`config.mk`:
```
export PLATFORM = sky130hd
export DESIGN_NAME = camera_pixel_packer
export DESIGN_NICKNAME = d
export VERILOG_FILES = /design/src/rtl/camera_pixel_packer.sv
export SDC_FILE = /design/constraint.sdc
export NUM_CORES = 1
export LEC_CHECK = 0
export BUFFER_PORTS_ARGS = -buffer_cell sky130_fd_sc_hd__buf_2
export CAP_MARGIN = 15
export CORE_MARGIN = 1.5
export CORE_UTILIZATION = 35
export DETAILED_ROUTE_END_ITERATION = 8
export SYNTH_ARGS = -nofsm -noshare
export SYNTH_HDL_FRONTEND = slang
export SYNTH_SLANG_ARGS = --single-unit
```
`constraint.sdc`:
```
create_clock -name clk -period 2.5 [get_ports clk]
set_input_delay 0.75 -clock clk [delete_from_list [all_inputs] [get_ports clk]]
set_output_delay 0.75 -clock clk [all_outputs]
set_load 0.02 [all_outputs]
```
`src/rtl/camera_pixel_packer.sv`:
```
// Packs BYTES_PER_PIX camera beats per pixel, flags SOF/EOL, reports frame end and bad lines; CAM_CROP_EN adds a crop window.
// Latency 1 clk from last beat accept to out_valid; in_ready = !out_valid | out_ready (one-deep output stage, no loss).
module camera_pixel_packer #(
    parameter int IN_W          = 8,
    parameter int BYTES_PER_PIX = 2,
    parameter int LINE_COLS     = 640,
    parameter int COL_W         = 11,
    parameter int ROW_W         = 10,
    parameter int MSB_FIRST     = 0
) (
    input  logic                          clk,
    input  logic                          reset_n,
    input  logic                          in_valid,
    output logic                          in_ready,
    input  logic                          in_vsync,
    input  logic                          in_hsync,
    input  logic [IN_W-1:0]               in_data,
    output logic                          out_valid,
    input  logic                          out_ready,
    output logic [IN_W*BYTES_PER_PIX-1:0] out_data,
    output logic                          out_sof,
    output logic                          out_eol,
`ifdef CAM_CROP_EN
    input  logic [COL_W-1:0]              crop_x0,
    input  logic [COL_W-1:0]              crop_x1,
    input  logic [ROW_W-1:0]              crop_y0,
    input  logic [ROW_W-1:0]              crop_y1,
`endif
    output logic                          frame_done,
    output logic                          line_err
);

    localparam int OUT_W = IN_W * BYTES_PER_PIX;
    localparam int PH_W  = (BYTES_PER_PIX > 1) ? $clog2(BYTES_PER_PIX) : 1;
    localparam logic [PH_W-1:0]  PH_LAST  = PH_W'(BYTES_PER_PIX - 1);
    localparam logic [COL_W-1:0] COLS     = COL_W'(LINE_COLS);
    localparam logic [COL_W-1:0] COL_LAST = COL_W'(LINE_COLS - 1);
    localparam logic [COL_W-1:0] COL_MAX  = {COL_W{1'b1}};

    logic [PH_W-1:0]  phase;
    logic [COL_W-1:0] col;
    logic [ROW_W-1:0] row;
    logic             last_vsync;
    logic             last_hsync;
    logic             sof_pending;
    logic [IN_W-1:0]  beats [BYTES_PER_PIX];

    logic             accept;
    logic             active;
    logic             vs_rise;
    logic             vs_fall;
    logic             hs_fall;
    logic [PH_W-1:0]  phase_eff;
    logic [COL_W-1:0] col_eff;
    logic [COL_W-1:0] col_inc;
    logic             pix_done;
    logic             in_win;
    logic             eol_hit;
    logic             load;
    logic [OUT_W-1:0] pix_word;
    logic [IN_W-1:0]  beat_sel;

    assign in_ready = !out_valid || out_ready;
    assign accept   = in_valid && in_ready;
    assign active   = in_vsync && in_hsync;
    assign vs_rise  = in_vsync && !last_vsync;
    assign vs_fall  = !in_vsync && last_vsync;
    assign hs_fall  = !in_hsync && last_hsync;

    // A vsync rise restarts the frame on the same beat, so the beat itself sees cleared counters.
    assign phase_eff = (vs_rise || !active) ? '0 : phase;
    assign col_eff   = vs_rise ? '0 : col;
    assign col_inc   = (col_eff == COL_MAX) ? col_eff : col_eff + 1'b1;
    assign pix_done  = accept && active && (phase_eff == PH_LAST);
    assign load      = pix_done && in_win;

`ifdef CAM_CROP_EN
    logic [ROW_W-1:0] row_eff;
    assign row_eff = vs_rise ? '0 : row;
    assign in_win  = (col_eff >= crop_x0) && (col_eff <= crop_x1) &&
                     (row_eff >= crop_y0) && (row_eff <= crop_y1);
    assign eol_hit = (col_eff == crop_x1);
`else
    assign in_win  = 1'b1;
    assign eol_hit = (col_eff == COL_LAST);
`endif

    // The current beat completes the pixel, so it is spliced in combinationally rather than read back.
    always_comb begin
        pix_word = '0;
        beat_sel = '0;
        for (int i = 0; i < BYTES_PER_PIX; i++) begin
            beat_sel = (PH_W'(i) == phase_eff) ? in_data : beats[i];
            if (MSB_FIRST != 0) begin
                pix_word[(BYTES_PER_PIX-1-i)*IN_W +: IN_W] = beat_sel;
            end else begin
                pix_word[i*IN_W +: IN_W] = beat_sel;
            end
        end
    end

    always_ff @(posedge clk or negedge reset_n) begin
        if (!reset_n) begin
            phase       <= '0;
            col         <= '0;
            row         <= '0;
            last_vsync  <= 1'b0;
            last_hsync  <= 1'b0;
            sof_pending <= 1'b0;
            for (int i = 0; i < BYTES_PER_PIX; i++) begin
                beats[i] <= '0;
            end
        end else if (accept) begin
            last_vsync <= in_vsync;
            last_hsync <= in_hsync;

            if (active) begin
                beats[phase_eff] <= in_data;
                phase <= (phase_eff == PH_LAST) ? '0 : phase_eff + 1'b1;
            end else begin
                phase <= '0;
            end

            if (hs_fall || (vs_rise && !pix_done)) begin
                col <= '0;
            end else if (pix_done) begin
                col <= col_inc;
            end

            if (vs_fall || vs_rise) begin
                row <= '0;
            end else if (hs_fall) begin
                row <= row + 1'b1;
            end

            if (load) begin
                sof_pending <= 1'b0;
            end else if (vs_rise) begin
                sof_pending <= 1'b1;
            end
        end
    end

    always_ff @(posedge clk or negedge reset_n) begin
        if (!reset_n) begin
            out_valid  <= 1'b0;
            out_data   <= '0;
            out_sof    <= 1'b0;
            out_eol    <= 1'b0;
            frame_done <= 1'b0;
            line_err   <= 1'b0;
        end else begin
            frame_done <= accept && vs_fall;
            line_err   <= accept && hs_fall && ((col != COLS) || (phase != '0));
            if (load) begin
                out_valid <= 1'b1;
                out_data  <= pix_word;
                out_sof   <= sof_pending || vs_rise;
                out_eol   <= eol_hit;
            end else if (out_ready) begin
                out_valid <= 1'b0;
            end
        end
    end

endmodule
```
Word level (Yosys, flattened, before mapping)
Index checks and enable logic that the tools add are counted.
Storage, ports and cells
  register bits: 52
  input bits: 14
  output and inout bits: 22
  word-level logic and storage cells: 66
Operators by class
  add/subtract/negate cells: 2
  magnitude comparators: 2
  equality and inequality tests: 3
  mux-type cells: 16
  bitwise gates (word level): 1
  reduce and logical (&&, ||, !) cells: 29
Operators by type and width (number)
  $mux 11: 4
  $mux 8: 3
  $bwmux 16: 1
  $logic_and 1x1->1: 12
  $add 11x1->11 const B: 1
  $eq 11x10->1 const B: 1
  $eq 11x11->1 const B: 1
  $ne 11x10->1 const B: 1
  $demux 8 s1: 1
  $mux 1: 7
  $logic_not 1->1: 6
  $reduce_and 2->1: 3
  $reduce_bool 2->1: 3
  $logic_or 1x1->1: 5
  $ge 2x2->1 const B: 1
  $lt 2x1->1 const B: 1
  $not 1->2: 1
  $add 1x1->1 const B: 1

Logic depth before layout (Yosys ltp)
  depth in word-level cells: 10
  gate-level depth with buffers: 7
  gate-level depth less buffers: 7

Worst setup path after synthesis
Ideal clock, no wire load.
  path type: input to register
  start point: input port in_vsync
  end point: register col[0]
  library setup time: 0.121 ns
  data arrival time: 2.185 ns
  data required time: 2.379 ns
  path slack: 0.194 ns
  stages on the path: 7
  buffers on the path: 0
  cells stage by stage: or2b_1 -> and2_1 -> ha_1 -> and2_2 -> nor3b_4 -> a31o_2 -> a22o_1
Between the ends
  longest elaborated chain between the ends: 10
  elaborated cells between the ends (all ways): 18
  classes of those cells: add/sub: 1; eq/ne: 1; mux: 5; reduce/logical: 11
Ends and longest elaborated chain
  from (decl): RTL line 15  | input logic in_vsync,
  parallel branches: the longest is 10 deep, another holds $add 11x1->11
  to (signal assigned): RTL line 127  | col <= col_inc;
  to (decl): RTL line 41  | logic [COL_W-1:0] col;
Several ways; the timed one is not identified. The select of a mux whose other input is x is not followed.
A chain may end at the register's enable or synchronous reset.

Worst setup path after layout
  start point: input port out_ready
  end point: output port in_ready
Between the ends
  longest elaborated chain between the ends: 1
Ends and longest elaborated chain
  from (decl): RTL line 19  | input logic out_ready,
  $logic_or 1x1->1: RTL line 63  | assign in_ready = !out_valid || out_ready;
  to (decl): RTL line 14  | output logic in_ready,
Every way passes these cells.

==> qor.txt <==
Worst-path clk slew - 0.08 ns
Worst Clk Skew - 0.00663 ns
Synth Flop Type - dfrtp_1
Total core area - 0.00554 sq mm
YS warnings - 0
Vias in the first global route - 1648
# hold bufs at CTS - 0
Die Ht - 79.1 um
Critical Path AT - 1.43 ns
Power Dens Cells - 720 mW/mm^2
Initial Util - 0.366
Slew Viols, Final - 0
FF+latch count, synth - 44
Syn-to-layout area delta - 19.5%
Clock buffer depth - 2
Largest net degree at the start of global routing - 19
Cells after Synth - 199
Final HPWL DP - 3340 um
Leakage - 1.21 nW
Die area - 0.00626 sq mm
Post-DR wirelength/cell - 14.2 um
Clk sink count - 44
# resized after CTS - 0
Post-DR vias/cell - 5.15
WL final - 4490 um
Synth top cells by count - nand2_1, dfrtp_1, mux2_2
Placer Congestion - 0.859
Yosys top cell by area - dfrtp_1
First-pass GRT wire length - 7850 um
Startpoint Class - input pin
I/O pin count - 36
Final min period - 2.18 ns
Rows - 27
Total iterations of the first detailed-routing run - 4
RSZ-0062 raised after global routing - false
Unique masters post-synth - 48
Routed Antenna Nets - 0
Overflow after GRT - 0
CP endpoint kind - output pin
Post-synth EDFFs - 0
Final Cell Area - 0.00242 sq mm
Area contributors post-synth - dfrtp_1, nand2_1, mux2_2
Most common cell in the netlist - nand2_1
Initial antenna violation count - 0
Setup Fix Bufs, Post-CTS - 0
Nets - 258
Vias - 1627
Clk_lat worst skew - 0.29 ns
Total track usage - 0.161
TritonCTS buffer count - 5
Final core utilization - 0.437
Ys async rst share - 1.00
Worst hold path class - input pin to asynchronous set/reset pin
Synth top area share - 0.543
Share of post-route cells with drive strength above 1 - 0.311
Setup TNS - 0 ns
Register area share after synthesis - 0.543
Inserted Diodes - 0
Critical path class - input pin to output pin
Remaining DRCs - 0
Die X - 79.1 um
Peak VDD IR - 0.000426 V
1st-iter DRT viols - 98
Final hold vios - 0
Syn Std Cell Area - 0.00203 sq mm
CTS tree - done
Root buffer cell - clkbuf_8
Final setup vio count - 0
Max Cap Viol - 0
Status - finished, final reports clean
IO Port Bufs - 35
Final worst-path setup slack - 0.322 ns
Slew margin rel. - 0.576
Cell Area, Placed - 0.00232 sq mm
Post-Syn Nets - 214
Pwr Total - 1.75 mW
Mean Syn Cell Area - 10.2 sq um
Tcrit/Tclk final - 0.871
Fmax - 459 MHz
WP data required - 1.75 ns
H-tree levels - 2
Crit-path max FO - 4
Setup WS pre-CTS - 0.0381 ns
Least-Margin Pin Slew - 0.635 ns
==> per-stage QoR <==
stage / cells / hold WS, ns
final: 316 / 0.364
after global routing: 316 / 0.378
after CTS: 316 / 0.364
after detailed placement: 308 / 0.453
after global placement: 308 / 0.444
after floorplan: 199 / 0.433
==> path summary, 6_finish.rpt <==
| check | from | to | slack [ns] | depth (start not counted) |
|---|---|---|---|---|
| setup / recovery | out_ready | in_ready | 0.32 | 4 |
| min in group clk | out_sof | out_sof | 0.47 | 2 |
| setup reg to reg | last_vsync | col[0] | 0.40 | 7 |
| hold / removal | reset_n | out_data[15] | 0.36 | 1 |
| max in group asynchronous | reset_n | out_valid | 1.55 | 2 |
| hold reg to reg | out_sof | out_sof | 0.47 | 2 |
==> cell usage in the layout, fill, tap and decap left out, drive strengths merged, types with 2 or more instances in the layout <==
cell,Yosys,final
a21oi,5,5
a22oi,2,2
a31o,2,2
a31oi,5,5
and2,3,3
and3,2,2
buf,10,48
clkbuf,1,6
dfrtp,44,44
mux2,10,10
nand2,64,64
nand3,3,3
nand4,3,3
nor2,5,5
nor2b,2,2
nor3,5,5
nor3b,2,2
nor4,3,3
o211ai,3,3
o21ai,5,5
or3,2,2
==> metal layers <==
metal,GRT usage,wire [um]
met1,0.212,2150
met2,0.256,2040
met3,0.0368,222
met4,0.0632,70
met5,0,0
==> layout make-up <==
type | instances | area, sq um
timing repair buffer | 48 | 273
fill | 551 | 3120
multi-input combinational | 143 | 848
clock inverter | 2 | 35.0
clock buffer | 6 | 72.6
sequential | 44 | 1100
inverter | 1 | 3.75
tap | 72 | 90.1
==> state kept, by name, indices dropped and copies added (netlist names) <==
signal and flops:
line_err 1, phase 1, out_sof 1, out_valid 1
last_hsync 1, frame_done 1, last_vsync 1, out_data 16
sof_pending 1, beats 8, col 11, out_eol 1
==> report_power, final <==
part / internal [mW] / switching (mW)
sequential: 0.820 / 0.0566
clock: 0.297 / 0.233
combinational: 0.130 / 0.210
==> logic make-up after synthesis <==
logic type      after synthesis  share of synthesized area
compound gates               32                      0.114
fa+ha+maj                     1                    0.00617
buf+inv                      12                     0.0389
flops                        44                      0.543
mux                          10                     0.0555
simple gates                100                      0.242
==> worst max-delay path: stages <==
cell	delay, ns
buf_2	0.09
nand2b_1	0.22
buf_4	0.21
buf_2	0.16
Note: power is estimated with default switching activity, not from simulation.
